[config.mk]
export PLATFORM = sky130hd
export DESIGN_NAME = uart_rx_fifo
export DESIGN_NICKNAME = d
export VERILOG_FILES = /design/src/rtl/uart_pkg.sv /design/src/rtl/sync_fifo.sv /design/src/rtl/uart_rx_fifo.sv
export SDC_FILE = /design/constraint.sdc
export NUM_CORES = 1
export LEC_CHECK = 0
export CORE_ASPECT_RATIO = 1.25
export CORE_MARGIN = 5
export CORE_UTILIZATION = 35
export DETAILED_ROUTE_END_ITERATION = 12
export GPL_ROUTABILITY_DRIVEN = 0
export HOLD_SLACK_MARGIN = 0.06
export PLACE_DENSITY = 0.49
export REMOVE_ABC_BUFFERS = 1
export SLEW_MARGIN = 20
export SYNTH_ARGS = -nofsm -noshare
export SYNTH_HDL_FRONTEND = slang
export SYNTH_SLANG_ARGS = --single-unit
[constraint.sdc]
create_clock -name clk -period 4.4 [get_ports clk]
set_input_delay 1.32 -clock clk [delete_from_list [all_inputs] [get_ports clk]]
set_output_delay 1.32 -clock clk [all_outputs]
set_load 0.03 [all_outputs]
[src/rtl/uart_pkg.sv]
// Shared types and constants for the UART receive path.
package uart_pkg;

    localparam int UART_DATA_W = 8;

    // Capture FSM encoding
    typedef enum logic [1:0] {
        IDLE     = 2'd0,
        ACK      = 2'd1,
        WAIT_LOW = 2'd2
    } cap_state_t;

endpackage

[src/rtl/sync_fifo.sv]
// Synchronous FIFO with first-word fall-through read.
// Push and pop can happen on the same edge. This is allowed even when the FIFO
// is full, because the pop frees the slot that the push writes.
module sync_fifo
    import uart_pkg::*;
#(
    parameter  int DATA_W = UART_DATA_W,
    parameter  int DEPTH  = 16,
    localparam int ADDR_W = $clog2(DEPTH)
) (
    input  logic              clk,
    input  logic              rst_n,
    input  logic              push,
    input  logic [DATA_W-1:0] wdata,
    input  logic              pop,
    output logic [DATA_W-1:0] rdata,
    output logic [ADDR_W:0]   count,
    output logic              full,
    output logic              empty
);

    logic [DATA_W-1:0] mem [DEPTH];
    logic [ADDR_W-1:0] wr_ptr;
    logic [ADDR_W-1:0] rd_ptr;
    logic              wr_en;
    logic              rd_en;

    assign full  = (count == (ADDR_W + 1)'(DEPTH));
    assign empty = (count == '0);
    assign wr_en = push & (~full | pop);
    assign rd_en = pop & ~empty;
    assign rdata = mem[rd_ptr];

    // Storage array: no reset, since contents are only visible while count > 0.
    always_ff @(posedge clk) begin
        if (wr_en) begin
            mem[wr_ptr] <= wdata;
        end
    end

    // Pointers and occupancy. DEPTH is a power of two, so the pointers wrap naturally.
    always_ff @(posedge clk) begin
        if (!rst_n) begin
            wr_ptr <= '0;
            rd_ptr <= '0;
            count  <= '0;
        end else begin
            if (wr_en) begin
                wr_ptr <= ADDR_W'(wr_ptr + 1'b1);
            end
            if (rd_en) begin
                rd_ptr <= ADDR_W'(rd_ptr + 1'b1);
            end
            case ({wr_en, rd_en})
                2'b10:   count <= count + 1'b1;
                2'b01:   count <= count - 1'b1;
                default: count <= count;
            endcase
        end
    end

endmodule

[src/rtl/uart_rx_fifo.sv]
// Receive-side byte buffer behind the UART receiver. Each byte is captured
// exactly once, acknowledged with a one-cycle rx_clr pulse, and queued for the
// consumer.
//
// state    | meaning
// ---------+----------------------------------------------------------
// IDLE     | waiting for rx_ready; captures (or drops) the byte
// ACK      | rx_clr asserted for exactly this one cycle
// WAIT_LOW | waiting for receiver to drop rx_ready before re-arming
module uart_rx_fifo
    import uart_pkg::*;
#(
    parameter  int DATA_W = UART_DATA_W,
    parameter  int DEPTH  = 16,
    localparam int ADDR_W = $clog2(DEPTH)
) (
    input  logic              clk,
    input  logic              rst_n,
    input  logic [DATA_W-1:0] rx_data,
    input  logic              rx_ready,
    output logic              rx_clr,
    output logic [DATA_W-1:0] m_data,
    output logic              m_valid,
    input  logic              m_ready,
    output logic [ADDR_W:0]   count,
    output logic              full,
    output logic              empty,
    output logic              overflow,
    input  logic              ovf_clr
);

    cap_state_t state;
    cap_state_t state_nxt;
    logic       capture;
    logic       pop;
    logic       push;
    logic       drop;

    assign m_valid = ~empty;
    assign pop     = m_valid & m_ready;
    assign capture = (state == IDLE) & rx_ready;
    // A full FIFO still takes the byte if the consumer frees a slot on this edge.
    assign push    = capture & (~full | pop);
    assign drop    = capture & full & ~pop;
    assign rx_clr  = (state == ACK);

    sync_fifo #(
        .DATA_W (DATA_W),
        .DEPTH  (DEPTH)
    ) u_fifo (
        .clk   (clk),
        .rst_n (rst_n),
        .push  (push),
        .wdata (rx_data),
        .pop   (pop),
        .rdata (m_data),
        .count (count),
        .full  (full),
        .empty (empty)
    );

    // Next-state logic for the capture FSM.
    always_comb begin
        state_nxt = state;
        case (state)
            IDLE:     if (rx_ready) state_nxt = ACK;
            ACK:      state_nxt = WAIT_LOW;
            WAIT_LOW: if (!rx_ready) state_nxt = IDLE;
            default:  state_nxt = IDLE;
        endcase
    end

    // Capture FSM state register.
    always_ff @(posedge clk) begin
        if (!rst_n) begin
            state <= IDLE;
        end else begin
            state <= state_nxt;
        end
    end

    // Sticky overflow flag. A drop on the same edge as ovf_clr keeps it set.
    always_ff @(posedge clk) begin
        if (!rst_n) begin
            overflow <= 1'b0;
        end else if (drop) begin
            overflow <= 1'b1;
        end else if (ovf_clr) begin
            overflow <= 1'b0;
        end
    end

endmodule

==> impl_metrics.csv, run 1 <==
group,metric,value,unit
routing,antenna_violating_nets_post_route,0,
timing,max_freq,0.2436,GHz
power_and_ir_drop,power_frac_comb,24.8,%
power_and_ir_drop,total_power,4.050,mW
logic_synthesis,post_synth_edffs,128,
timing,setup_viol_count_final,0,
routing,drt_iter0_markers,245,
logic_synthesis,synth.area.top_cells,"sky130_fd_sc_hd__edfxtp_1 (64%), sky130_fd_sc_hd__mux4_2 (12%), sky130_fd_sc_hd__dfxtp_1 (6.7%)",
logic_synthesis,yosysWarningCount,0,
cts,holdBufCountCts,0,
layout,antenna_diode_count,0,
run_status,result_of_the_run,"completed",
cts,clockBufferDepth,2,
critical_path,rr_startpoint,"u_fifo.count[1]",
global_route,antenna_violations_before_repair,0,
power_and_ir_drop,peakVddDrop,351.6,uV
layout,final_cell_area,7288,um2
timing,period_minus_slack,4105,ps
layout,fillerInstances,1525,
power_and_ir_drop,powerDensity,555.7,nW/um2
cts,cts-buffers-inserted,17,
critical_path,worst_setup_path_endpoint,"m_data[0]",
global_route,grt_first_pass_wirelength,19900,um
routing,drt_pre_antenna_iters,4,
layout,layout.cells.most_common,"sky130_fd_sc_hd__edfxtp_1",
cts,ctsRootBufferMaster,"sky130_fd_sc_hd__clkbuf_16",
floorplan,die_x,127.0,um
timing,finalHoldViolCount,0,
critical_path,arrival,2780,ps
logic_synthesis,synth_seq_area_share,70.86,%
worst_hold_path,worst_hold_path_type,"register to register",
critical_path,r2r.worst_path.cells,9,
routing,viasPerCell,5.067,
cts,tritoncts,"built",
job,drv.max_cap_violation_count,0,
power_and_ir_drop,switching_power,1.198,mW
layout,layout.cells.most_common_list,"sky130_fd_sc_hd__edfxtp_1 (128), sky130_fd_sc_hd__mux4_2 (32), sky130_fd_sc_hd__clkdlybuf4s50_1 (30)",
logic_synthesis,async_s_r_ff_share_synth,0,%
routing,met3RoutedLength,251,um
layout,drive_gt1_share,24.88,%
floorplan,top_level_ports,31,
logic_synthesis,synth_top_area_share,64.17,%
power_and_ir_drop,p_leak,2.405,nW
logic_synthesis,synth.distinct_cells,48,
global_route,grt_max_degree,33,
global_route,gr-total-overflow,0,
cts,clkSlewWorstSetupHoldPaths,70,ps
timing,tightest_slew,634.4,ps
timing,final.period_utilization,93.29,%
logic_synthesis,synth.avg_cell_area,17.72,um2
layout,area_delta_synth_final,21.68,%
routing,via_count,3172,
timing,setup_repair_after_global_routing_missed_its_margin,"no",
critical_path,setup.worst_path.class,"register to primary output",
logic_synthesis,synth_largest_area_cell,"sky130_fd_sc_hd__edfxtp_1",
critical_path,timing.rr.end,"u_fifo.count[4]",
timing,setup_total_negative_slack,0,ps
timing,final_slew_viol_count,0,
cts,post_cts_setup_inserts,0,
floorplan,die_height,156.3,um
floorplan,die_area,19850,um2
routing,uppermost_signal_routing_layer_after_detailed_routing,"met4",
timing,clock_skew,11.88,ps
floorplan,floorplan.rows,53,
cts,clock_latency_on_the_worst_skew_pair,410,ps
logic_synthesis,ys.flop_type,"sky130_fd_sc_hd__edfxtp_1",
global_route,vias_in_the_first_global_route,3403,
cts,post_cts_resized,0,
critical_path,reg2reg_setup_slack,1220,ps
cts,cts_htree_levels,4,
worst_hold_path,worst_hold_startpoint,"overflow",
placement,placement.io_buffers,30,
placement,detailed_place.area,6719,um2
routing,totalWireLength,12500,um
cts,tritoncts_num_sinks,148,
critical_path,kind_of_launch_point_of_the_worst_setup_path,"register",
critical_path,critPathCaptureType,"primary output",
routing,post_drt_wl_per_cell,19.96,um
layout,design.final.nets,415,
critical_path,worst_path_required_time,3080,ps
routing,wl_met1,5355,um
logic_synthesis,synthesized_instance_count,338,
routing,met2WireLength,6801,um
routing,route.detailed.drc,0,
logic_synthesis,syn-cell-area,5989,um2
power_and_ir_drop,seq_power_share,40.7,%
logic_synthesis,yosys_register_bits,148,
floorplan,floorplan.initialDensity,35.56,%
power_and_ir_drop,power_frac_clock,34.4,%
floorplan,core-area,16840,um2
placement,dp.final_hpwl,8438,um
power_and_ir_drop,switching_share,29.58,%
timing,relSlewSlack,57.35,%
critical_path,critical_path.max_fanout,22,
power_and_ir_drop,internal_power,2.852,mW
global_route,globalRouteTotalUtil,13.55,%
==> cells by family after synthesis <==
family	Yosys count	synth area share, %
AO/OA/AOI/OAI	35	4.429
XOR/XNOR	6	0.8774
flip-flops	148	70.86
multiplexers	35	12.53
adder cells (fa/ha/maj)	9	1.880
AND/OR/NAND/NOR	76	7.270
buffers and inverters	29	2.152
==> critical path, stage by stage, from the launching register on <==
cell and delay [ps]:
sky130_fd_sc_hd__dfxtp_2 530, sky130_fd_sc_hd__buf_12 260, sky130_fd_sc_hd__buf_4 190, sky130_fd_sc_hd__mux4_2 510, sky130_fd_sc_hd__a22oi_1 190, sky130_fd_sc_hd__nand2_1 70, sky130_fd_sc_hd__clkdlybuf4s50_1 610
==> cell type report <==
type | count | area, um2 | share of cell area, %
flip-flops and latches | 148 | 4245 | 58.25
multi-input cells | 161 | 1660 | 22.78
repair buffers | 55 | 500.5 | 6.867
clock buffers | 17 | 425.4 | 5.837
well taps | 220 | 275.3 | 3.777
clock inverters | 15 | 143.9 | 1.974
inverters | 10 | 37.54 | 0.5150
==> how the worst min path moves through the flow <==
stage                     cells after the start  slack, ps          endpoint
after floorplan                               2        480  u_fifo.wr_ptr[1]
after global placement                        2        470          overflow
after detailed placement                      2        480          overflow
after CTS                                     2        500          overflow
after global routing                          2        530          overflow
final                                         2        490          overflow
==> synthesized netlist by cell type, types with 3 or more instances <==
master                     number
sky130_fd_sc_hd__a22oi_1       16
sky130_fd_sc_hd__and2_1        10
sky130_fd_sc_hd__and3_1         3
sky130_fd_sc_hd__buf_2          3
sky130_fd_sc_hd__clkbuf_1      10
sky130_fd_sc_hd__dfxtp_1       20
sky130_fd_sc_hd__edfxtp_1     128
sky130_fd_sc_hd__ha_1           9
sky130_fd_sc_hd__inv_1         10
sky130_fd_sc_hd__mux2i_1        3
sky130_fd_sc_hd__mux4_2        32
sky130_fd_sc_hd__nand2_1       17
sky130_fd_sc_hd__nand2b_1       3
sky130_fd_sc_hd__nand3_1        5
sky130_fd_sc_hd__nor2_1         5
sky130_fd_sc_hd__nor2b_1        5
sky130_fd_sc_hd__nor3_1         7
sky130_fd_sc_hd__nor4_1         7
sky130_fd_sc_hd__o211ai_1       4
sky130_fd_sc_hd__o21a_1         3
sky130_fd_sc_hd__xnor2_1        5
==> layer usage <==
metal	GRT usage (%)	up-vias
met4	3.986	0
met2	23.64	43
li1	-	1460
met1	16.79	1662
met3	3.243	7
met5	0	-
==> per-stage QoR <==
stage / util [%] / hold WS (ps) / setup WS [ps] / cells
6_report: 43.27 / 491.6 / 295.3 / 626
5_1_grt: 43.27 / 526.5 / 104.6 / 626
4_1_cts: 43.27 / 499.0 / 200.6 / 626
3_5_place_dp: 39.89 / 479.3 / 219.0 / 594
3_3_place_gp: 39.89 / 471.9 / 273.4 / 594
2_1_floorplan: - / 482.4 / 442.4 / 319
==> state kept, by name, indices dropped and copies added, names as in the netlist, named ones only <==
signal and cells:
u_fifo.mem 128, overflow 1, u_fifo.rd_ptr 4, u_fifo.count 5
state 2, u_fifo.wr_ptr 4
==> power by group through the flow <==
stage | combinational (mW) | sequential (mW) | clock (mW)
final | 1.01 | 1.65 | 1.39
after global routing | 1.09 | 1.66 | 1.49
after CTS | 1.03 | 1.65 | 1.42
after floorplan | 0.592 | 1.75 | 0
after global placement | 1.02 | 1.68 | 0
after detailed placement | 1.03 | 1.68 | 0
No activity file was read; power rests on OpenSTA's default activity.
==> run 2: changes to the inputs <==
--- a/config.mk
+++ b/config.mk
@@ -11,7 +11,7 @@
 export DETAILED_ROUTE_END_ITERATION = 12
 export GPL_ROUTABILITY_DRIVEN = 0
 export HOLD_SLACK_MARGIN = 0.06
-export PLACE_DENSITY = 0.49
+export RECOVER_POWER = 100
 export REMOVE_ABC_BUFFERS = 1
 export SLEW_MARGIN = 20
 export SYNTH_ARGS = -nofsm -noshare
==> impl_metrics.csv, run 2 (synthesis results as in run 1) <==
group,metric,value,unit
run_status,result_of_the_run,"completed",
critical_path,critical-path-slowest-cell,"sky130_fd_sc_hd__dlygate4sd3_1",
cts,clkSlewWorstSetupHoldPaths,50,ps
job,drv.max_cap_violation_count,0,
timing,final_slew_viol_count,0,
layout,post_layout_nonfiller_instances,617,
layout,layout.cells.most_common,"sky130_fd_sc_hd__edfxtp_1",
critical_path,critical_path.max_fanout,32,
routing,post_drt_wl_per_cell,20.11,um
worst_hold_path,depth_of_the_worst_hold_timing_path,2,
power_and_ir_drop,p_leak,2.318,nW
timing,setup_viol_count_final,0,
layout,fin_util,42.26,%
cts,tritoncts,"built",
cts,ctsRootBufferMaster,"sky130_fd_sc_hd__clkbuf_16",
global_route,gr-total-overflow,0,
critical_path,worst_path_required_time,3080,ps
layout,number_of_flip_flops_in_the_largest_register,128,
cts,clock_latency_on_the_worst_skew_pair,410,ps
critical_path,crit_path_cell_trace,"buf_12 -> mux4_2 -> a22oi_1 -> nand2_1 -> dlygate4sd3_1",
worst_hold_path,worst_hold_path_type,"register to register",
cts,holdBufCountCts,0,
timing,max_freq,0.2499,GHz
global_route,vias_in_the_first_global_route,3382,
cts,cts_htree_levels,4,
global_route,antenna_violations_before_repair,0,
routing,via_count,3147,
routing,viasPerCell,5.100,
routing,met2WireLength,6490,um
layout,fillerInstances,1546,
layout,largest_registers_ranked_by_flip_flop_count,"u_fifo.mem x128, u_fifo.count x5",
power_and_ir_drop,powerDensity,555.6,nW/um2
layout,largest_register,"u_fifo.mem",
cts,post_cts_setup_inserts,0,
routing,met3RoutedLength,457,um
timing,period_minus_slack,4001,ps
global_route,grt_first_pass_wirelength,19220,um
timing,final.period_utilization,90.93,%
floorplan,floorplan.rows,53,
critical_path,max_stage_delay,730,ps
floorplan,top_level_ports,31,
critical_path,r2r.worst_path.cells,8,
routing,drt_iter0_markers,293,
cts,clockBufferDepth,2,
global_route,globalRouteTotalUtil,13.13,%
timing,clock_skew,12.60,ps
routing,wl_met1,5236,um
floorplan,floorplan.initialDensity,35.56,%
cts,post_cts_resized,0,
timing,tightest_slew,971.8,ps
placement,detailed_place.area,6653,um2
routing,route.detailed.drc,0,
floorplan,die_area,19850,um2
cts,cts-buffers-inserted,17,
placement,placement.io_buffers,30,
critical_path,arrival,2680,ps
floorplan,core-area,16840,um2
critical_path,critPathCaptureType,"primary output",
layout,antenna_diode_count,0,
cts,tritoncts_num_sinks,148,
routing,uppermost_signal_routing_layer_after_detailed_routing,"met4",
timing,setup_total_negative_slack,0,ps
routing,drt_pre_antenna_iters,4,
power_and_ir_drop,peakVddDrop,303.8,uV
layout,layout.cells.most_common_list,"sky130_fd_sc_hd__edfxtp_1 (128), sky130_fd_sc_hd__mux4_2 (32), sky130_fd_sc_hd__dlygate4sd3_1 (27)",
timing,relSlewSlack,35.22,%
critical_path,setup.worst_path.class,"register to primary output",
routing,totalWireLength,12410,um
placement,placedCellCount,586,
layout,final_cell_area,7118,um2
routing,antenna_violating_nets_post_route,0,
critical_path,kind_of_launch_point_of_the_worst_setup_path,"register",
floorplan,die_x,127.0,um
timing,setup_repair_after_global_routing_missed_its_margin,"no",
placement,dp.final_hpwl,7887,um
timing,finalHoldViolCount,0,
layout,drive_gt1_share,17.13,%
layout,area_delta_synth_final,18.84,%
global_route,grt_max_degree,33,
critical_path,reg2reg_setup_slack,900,ps
floorplan,die_height,156.3,um
layout,design.final.nets,407,
-- run 2: cell types whose count changed in the layout (fill, tap and decap cells not counted), sizes merged --
cell and change:
clkdlybuf4s50 -27, dlygate4sd3 +27, buf -22, clkbuf +17, inv -8, clkinv +4, bufinv +1, clkinvlp -1
-- run 2: where the power goes --
group | internal, mW | total, mW | leakage [nW] | switching [mW]
logic | 0.442 | 0.974 | 0.733 | 0.532
clock network | 0.824 | 1.35 | 0.267 | 0.522
registers | 1.58 | 1.63 | 1.32 | 0.0534
total | 2.85 | 3.95 | 2.32 | 1.11
-- run 2: path summary, 6_finish.rpt --
kind	from	to
min	overflow	overflow
min reg2reg	overflow	overflow
max reg2reg	u_fifo.count[1]	u_fifo.count[4]
max	register	m_data[1]
-- run 2: per-layer routing --
metal / vias up / global-route usage [%]
met5: - / 0
met4: 0 / 4.957
met3: 14 / 3.346
met2: 74 / 22.30
met1: 1610 / 16.19
li1: 1449 / -
-- run 2: area by class of cell --
class	count	area, um2	share of cell area (%)
flip-flops and latches	148	4245	59.64
clock buffers	20	436.7	6.135
inverters	10	37.54	0.5273
multi-input cells	161	1623	22.80
clock inverters	11	112.6	1.582
repair buffers	47	387.9	5.449
well taps	220	275.3	3.867
-- run 2: metrics by stage --
stage	total power, mW	setup WS [ps]	hold slack, ps
6_report	3.955	398.9	495.9
5_1_grt	4.140	251.0	534.1
4_1_cts	4.044	444.2	497.1
3_5_place_dp	2.692	233.8	475.6
3_3_place_gp	2.676	337.9	473.0
2_1_floorplan	2.345	442.4	482.4
-- run 2: worst max-delay path, delay by kind of cell (launching register included) --
kind                   cells  cell delay (ps)
AO/OA/AOI/OAI              1              220
buffers and inverters      2              990
flip-flops                 1              340
multiplexers               1              540
AND/OR/NAND/NOR            1              170
